**config.mk**
```make
export PLATFORM = sky130hd
export DESIGN_NAME = spi_slave_rx_flat
export DESIGN_NICKNAME = d
export VERILOG_FILES = /design/src/rtl/spi_slave_rx_pkg.sv /design/src/rtl/spi_slave_rx_if.sv /design/src/rtl/spi_slave_rx_sync_edge.sv /design/src/rtl/spi_slave_rx.sv /design/src/flat_wrapper.sv
export SDC_FILE = /design/constraint.sdc
export NUM_CORES = 1
export LEC_CHECK = 0
export BUFFER_PORTS_ARGS = -buffer_cell sky130_fd_sc_hd__buf_4
export CAP_MARGIN = 20
export CORE_ASPECT_RATIO = 0.5
export CORE_UTILIZATION = 30
export CTS_BUF_LIST = sky130_fd_sc_hd__clkbuf_4 sky130_fd_sc_hd__clkbuf_8 sky130_fd_sc_hd__clkbuf_16
export DETAILED_ROUTE_END_ITERATION = 7
export GPL_TIMING_DRIVEN = 0
export PLACE_DENSITY = 0.47
export SYNTH_ARGS = -nofsm -noshare
export SYNTH_HDL_FRONTEND = slang
export SYNTH_HIERARCHICAL = 1
export SYNTH_SLANG_ARGS = --single-unit
```
**constraint.sdc**
```tcl
create_clock -name clk -period 2.2 [get_ports clk]
set_clock_uncertainty 0.1 [all_clocks]
set_input_delay 0.11 -clock clk [delete_from_list [all_inputs] [get_ports clk]]
set_output_delay 0.11 -clock clk [all_outputs]
set_load 0.02 [all_outputs]
```
**src/rtl/spi_slave_rx_pkg.sv**
```systemverilog
// Shared SPI types and word/lead-in defaults for spi_slave_rx and fsm_spi.
package spi_pkg;

   typedef enum logic [1:0] {IDLE, LEAD, SHIFT} state_type;

   localparam int SPI_DATA_W     = 8;
   localparam int SPI_LEAD_EDGES = 1;

endpackage

```
**src/rtl/spi_slave_rx_if.sv**
```systemverilog
// Serial link plus parallel valid/ready word port of spi_slave_rx.
interface spi_slave_rx_if
   import spi_pkg::*;
#(
   parameter int DATA_W = SPI_DATA_W
);
   logic              cs;
   logic              sclk;
   logic              mosi;
   logic [DATA_W-1:0] rx_data;
   logic              rx_valid;
   logic              rx_ready;
   logic              overrun;
   logic              frame_err;
   logic              busy;

   modport master (
      output cs, sclk, mosi, rx_ready,
      input  rx_data, rx_valid, overrun, frame_err, busy
   );

   modport slave (
      input  cs, sclk, mosi, rx_ready,
      output rx_data, rx_valid, overrun, frame_err, busy
   );
endinterface

```
**src/rtl/spi_slave_rx_sync_edge.sv**
```systemverilog
// Input conditioning: optional 2-flop synchronizer (SPI_RX_SYNC_EN) on a bus,
// with a delay flop and rise/fall detect on bit 0.
module spi_sync_edge #(
   parameter int           W       = 1,
   parameter logic [W-1:0] RST_VAL = '0
) (
   input  logic         clk,
   input  logic         rst,
   input  logic [W-1:0] d,
   output logic [W-1:0] q,
   output logic         rise,
   output logic         fall
);
   logic q0_d;

`ifdef SPI_RX_SYNC_EN
   logic [W-1:0] s1;
   logic [W-1:0] s2;

   always_ff @(posedge clk) begin
      if (rst) begin
         s1 <= RST_VAL;
         s2 <= RST_VAL;
      end else begin
         s1 <= d;
         s2 <= s1;
      end
   end

   assign q = s2;
`else
   assign q = d;
`endif

   always_ff @(posedge clk) begin
      if (rst) q0_d <= RST_VAL[0];
      else     q0_d <= q[0];
   end

   assign rise = q[0] & ~q0_d;
   assign fall = ~q[0] & q0_d;
endmodule

```
**src/rtl/spi_slave_rx.sv**
```systemverilog
// SPI receive stage: oversampled cs/sclk/mosi, lead-in discard, MSB-first shift,
// one-word holding register. SPI_RX_SYNC_EN adds a 2-flop input synchronizer.
module spi_slave_rx
   import spi_pkg::*;
#(
   parameter int DATA_W      = SPI_DATA_W,
   parameter int LEAD_EDGES  = SPI_LEAD_EDGES,
   parameter bit SAMPLE_FALL = 1'b1
) (
   input logic          clk,
   input logic          rst,
   spi_slave_rx_if.slave bus
);
   localparam int                CNT_W     = $clog2(DATA_W + 1);
   localparam int                LEAD_W    = $clog2(LEAD_EDGES + 2);
   localparam logic [CNT_W-1:0]  BIT_LAST  = CNT_W'(DATA_W - 1);
   localparam logic [LEAD_W-1:0] LEAD_LAST = LEAD_W'(LEAD_EDGES > 0 ? LEAD_EDGES - 1 : 0);

   state_type          state;
   logic [CNT_W-1:0]   bit_cnt;
   logic [LEAD_W-1:0]  lead_cnt;
   logic [DATA_W-2:0]  shift;
   logic [DATA_W-1:0]  word;
   logic               cs_s, mosi_s, sclk_s;
   logic               sclk_rise, sclk_fall, smp;

   // One instance keeps cs/mosi/sclk at identical synchronizer depth.
   spi_sync_edge #(
      .W       (3),
      .RST_VAL (3'b100)
   ) u_sync (
      .clk  (clk),
      .rst  (rst),
      .d    ({bus.cs, bus.mosi, bus.sclk}),
      .q    ({cs_s, mosi_s, sclk_s}),
      .rise (sclk_rise),
      .fall (sclk_fall)
   );

   assign smp  = SAMPLE_FALL ? sclk_fall : sclk_rise;
   assign word = {shift, mosi_s};

   always_ff @(posedge clk) begin
      if (rst) begin
         state         <= IDLE;
         bit_cnt       <= '0;
         lead_cnt      <= '0;
         shift         <= '0;
         bus.rx_data   <= '0;
         bus.rx_valid  <= 1'b0;
         bus.overrun   <= 1'b0;
         bus.frame_err <= 1'b0;
         bus.busy      <= 1'b0;
      end else begin
         bus.overrun   <= 1'b0;
         bus.frame_err <= 1'b0;
         if (bus.rx_valid && bus.rx_ready) bus.rx_valid <= 1'b0;

         case (state)
            IDLE: begin
               if (!cs_s) begin
                  lead_cnt <= '0;
                  bit_cnt  <= '0;
                  state    <= (LEAD_EDGES > 0) ? LEAD : SHIFT;
                  bus.busy <= 1'b1;
               end
            end
            LEAD: begin
               if (cs_s) begin
                  state    <= IDLE;
                  bus.busy <= 1'b0;
               end else if (smp) begin
                  if (lead_cnt == LEAD_LAST) begin
                     lead_cnt <= '0;
                     state    <= SHIFT;
                  end else begin
                     lead_cnt <= lead_cnt + 1'b1;
                  end
               end
            end
            SHIFT: begin
               if (cs_s) begin
                  if (bit_cnt != '0) bus.frame_err <= 1'b1;
                  bit_cnt  <= '0;
                  shift    <= '0;
                  state    <= IDLE;
                  bus.busy <= 1'b0;
               end else if (smp) begin
                  shift <= word[DATA_W-2:0];
                  if (bit_cnt == BIT_LAST) begin
                     bit_cnt <= '0;
                     // A same-edge accept frees the holding register for this word.
                     if (!bus.rx_valid || bus.rx_ready) begin
                        bus.rx_data  <= word;
                        bus.rx_valid <= 1'b1;
                     end else begin
                        bus.overrun <= 1'b1;
                     end
                  end else begin
                     bit_cnt <= bit_cnt + 1'b1;
                  end
               end
            end
            default: begin
               state    <= IDLE;
               bus.busy <= 1'b0;
            end
         endcase
      end
   end
endmodule
```
**src/flat_wrapper.sv**
```systemverilog
// flat-port wrapper written by rule: the top's interface ports become plain ports
module spi_slave_rx_flat import spi_pkg::*;
#(
   parameter int DATA_W      = SPI_DATA_W,
   parameter int LEAD_EDGES  = SPI_LEAD_EDGES,
   parameter bit SAMPLE_FALL = 1'b1
)
  (clk, rst, bus_cs, bus_sclk, bus_mosi, bus_rx_ready, bus_rx_data, bus_rx_valid, bus_overrun, bus_frame_err, bus_busy);
  spi_slave_rx_if #(.DATA_W(DATA_W)) bus_i ();
  input logic clk;
  input logic rst;
  input wire logic [$bits(bus_i.cs)-1:0] bus_cs;
  input wire logic [$bits(bus_i.sclk)-1:0] bus_sclk;
  input wire logic [$bits(bus_i.mosi)-1:0] bus_mosi;
  input wire logic [$bits(bus_i.rx_ready)-1:0] bus_rx_ready;
  output wire logic [$bits(bus_i.rx_data)-1:0] bus_rx_data;
  output wire logic [$bits(bus_i.rx_valid)-1:0] bus_rx_valid;
  output wire logic [$bits(bus_i.overrun)-1:0] bus_overrun;
  output wire logic [$bits(bus_i.frame_err)-1:0] bus_frame_err;
  output wire logic [$bits(bus_i.busy)-1:0] bus_busy;
  assign bus_i.cs = bus_cs;
  assign bus_i.sclk = bus_sclk;
  assign bus_i.mosi = bus_mosi;
  assign bus_i.rx_ready = bus_rx_ready;
  assign bus_rx_data = bus_i.rx_data;
  assign bus_rx_valid = bus_i.rx_valid;
  assign bus_overrun = bus_i.overrun;
  assign bus_frame_err = bus_i.frame_err;
  assign bus_busy = bus_i.busy;
  spi_slave_rx #(.DATA_W(DATA_W), .LEAD_EDGES(LEAD_EDGES), .SAMPLE_FALL(SAMPLE_FALL)) u_core (.clk(clk), .rst(rst), .bus(bus_i));
endmodule
```
==> metrics.md <==
| Metric | Value |
|---|---|
| Critical path fanouts, max | 9 |
| Critical path cell sequence | inv_1, ha_1, buf_6, and3b_1, and3_1, buf_6, mux2i_1, nor2_1 |
| Top Metal Used | met4 |
| PostCTS Resize Cnt | 0 |
| Die W | 93.7 microns |
| Max Clk Rate | around 580 MHz |
| Detailed-route vias per instance | around 4.5 |
| P_sw | 0.235 mW |
| Ys Warns | 6 |
| CTS Buf Count | 3 |
| CP Capture Type | flip-flop |
| Crit Path Class | flip-flop to flip-flop |
| Pint | 0.809 mW |
| Share of cells above drive strength 1 | 0.177 |
| Final HPWL DP | 1.71 mm |
| Slew @ Worst Pin | 0.491 ns |
| Later-pin clock latency in the skew report | between 0.2 and 0.3 ns |
| Post-DP Area | approximately 1400 sq um |
| Area Growth Syn to Fin | 22.3% |
| # Max-Cap Violations | 0 |
| # rows | 16 |
| Synth Net Count | 149 |
| Total grt overflow | 0 |
| Vias in the first global route | roughly 860 |
| Drt first pass iters | 4 |
| DRC viols | 0 |
| Core region area | slightly below 4000 sq um |
| Post-Route WL | around 2.5 mm |
| Worst-path clk slew | ~0.10 ns |
| Clock power share | 0.392 |
| Longest Clk Path Bufs | 2 |
| Syn avg cell area | roughly 9.3 sq um |
| Die ar. | about 4500 sq um |
| CTS tree | yes |
| PD cells | 676 nW/um^2 |
| Final min period | 1.72 ns |
| Synthesized area | 1260 sq um |
| Slew headroom | 0.673 |
| Detailed-route via count | 946 |
| Final Max Tran Viols | 0 |
| RSZ-0062 raised after global routing | no |
| CTS sink cnt | 28 |
| Flop pwr share | 0.500 |
| RD Place Congestion | 0.678 |
| WP buf/inv | 3 |
| Final #Nets | 172 |
| Status | finished clean |
| WL per Instance | 11.6 microns |
| CTS Root Cell | clkbuf_8 |
| Design area | 1540 sq um |
| Critical Path RT | 2.26 ns |
| First DRT Iteration DRCs | 34 |
| Setup_tns | 0 ns |
| Post-CTS Hold Buffers | 3 |
| Area of the multi-input gates | 606 sq um |
| Worst min-delay path category | input pin to flip-flop |
| DIE HEIGHT | 47.9 microns |
| Static leakage | 0.586 nW |
| I/O Buffers | 15 |
| Peak per-stage delay on the critical path | 0.34 ns |
| Ports | 18 |
| Final Hold Fails | 0 |
| Ant diodes | 0 |
| Initial Util | 0.318 |
| Crit-path slowest cell | dfxtp_1 |
| H-Tree Depth | 1 |
| CP top delay family | simple AND/OR/NAND/NOR gates |
| CP Launch Type | flip-flop |
| Post-Syn Instances | 136 |
| Largest net degree at the start of global routing | 17 |
| Global-route wire length before repair | approximately 4.1 mm |
| Fillers | 404 |
| Setup Viol. Count Final | 0 |
| Worst vdd ir | 293 uV |
| WL met3 | 87 microns |
| Setup Buffers After CTS | 0 |
| Part of the power in combinational logic | 0.109 |
| GRT Total Usage | 0.124 |
| CP most frequent cell | buf_6 |
| FF+latch area | 561 sq um |
| DR WL met2 | 1.03 mm |
| Post-route ant nets | 0 |
| Sw frac | 0.225 |
| Initial antenna violation count | 0 |
| Fin crit share | 0.782 |
| M1 WL | 1.33 mm |
| CP Data Arrival Time | between 1.5 and 2 ns |
==> state kept, by name, indices dropped and copies added, names as in the netlist, 2 cells and up <==
register,cells
u_core/bit_cnt,4
u_core/bus.rx_data,8
u_core/lead_cnt,2
u_core/shift,7
u_core/state,2
==> routing by layer <==
metal	up-vias	global-route usage
li1	507	-
met1	427	0.160
met2	10	0.197
met3	2	0.0460
met4	0	0.0369
met5	-	0
==> cells in the final DEF, fill, tap and decap left out, drive strengths merged, types with 5 or more instances in the layout <==
cell type	instances
a21oi	9
inv	7
ha	7
dfxtp	28
clkbuf	6
a22oi	9
buf	22
nand3b	5
mux2i	8
o21ai	7
nor2	20
nand2	5
==> power groups by stage <==
stage | registers [mW] | logic (mW) | clock network (mW)
after floorplan | 0.536 | 0.0766 | 0
after global placement | 0.533 | 0.110 | 0
after detailed placement | 0.533 | 0.110 | 0
after CTS | 0.522 | 0.115 | 0.426
after global routing | 0.523 | 0.126 | 0.447
final | 0.521 | 0.114 | 0.409
==> final timing paths <==
kind | cells after the start | slack [ns] | from | to
setup / recovery | 8 | 0.48 | u_core/state[0] | u_core/bus.rx_data[2]
hold reg to reg | 2 | 0.40 | u_core/bus.rx_valid | u_core/bus.overrun
setup reg to reg | 8 | 0.48 | u_core/state[0] | u_core/bus.rx_data[2]
hold / removal | 3 | 0.02 | bus_rx_ready | u_core/bus.overrun
==> worst reg2reg max path, stage by stage (launching register included) <==
cell and delay (ns):
dfxtp_1 0.34, inv_1 0.10, ha_1 0.16, buf_6 0.13, and3b_1 0.18, and3_1 0.17
buf_6 0.16, mux2i_1 0.21, nor2_1 0.05
==> stage by stage <==
stage	utilization	instances	total power, mW	setup WS [ns]	hold slack, ns
2_1_floorplan	-	136	0.613	0.641	0.0816
3_3_place_gp	0.364	205	0.643	0.506	0.180
3_5_place_dp	0.364	205	0.643	0.500	0.185
4_1_cts	0.390	212	1.06	0.480	0.00997
5_1_grt	0.390	212	1.10	0.368	0.0267
6_report	0.390	212	1.04	0.479	0.0156
==> cell type report <==
cell class	instances	share of cell area
timing repair buffer	18	0.0924
multi-input combinational	91	0.392
tap	54	0.0438
buffer	10	0.0454
inverter	7	0.0170
clock buffer	3	0.0267
sequential	28	0.363
clock inverter	1	0.0194
(Power assumes the default switching activity.)
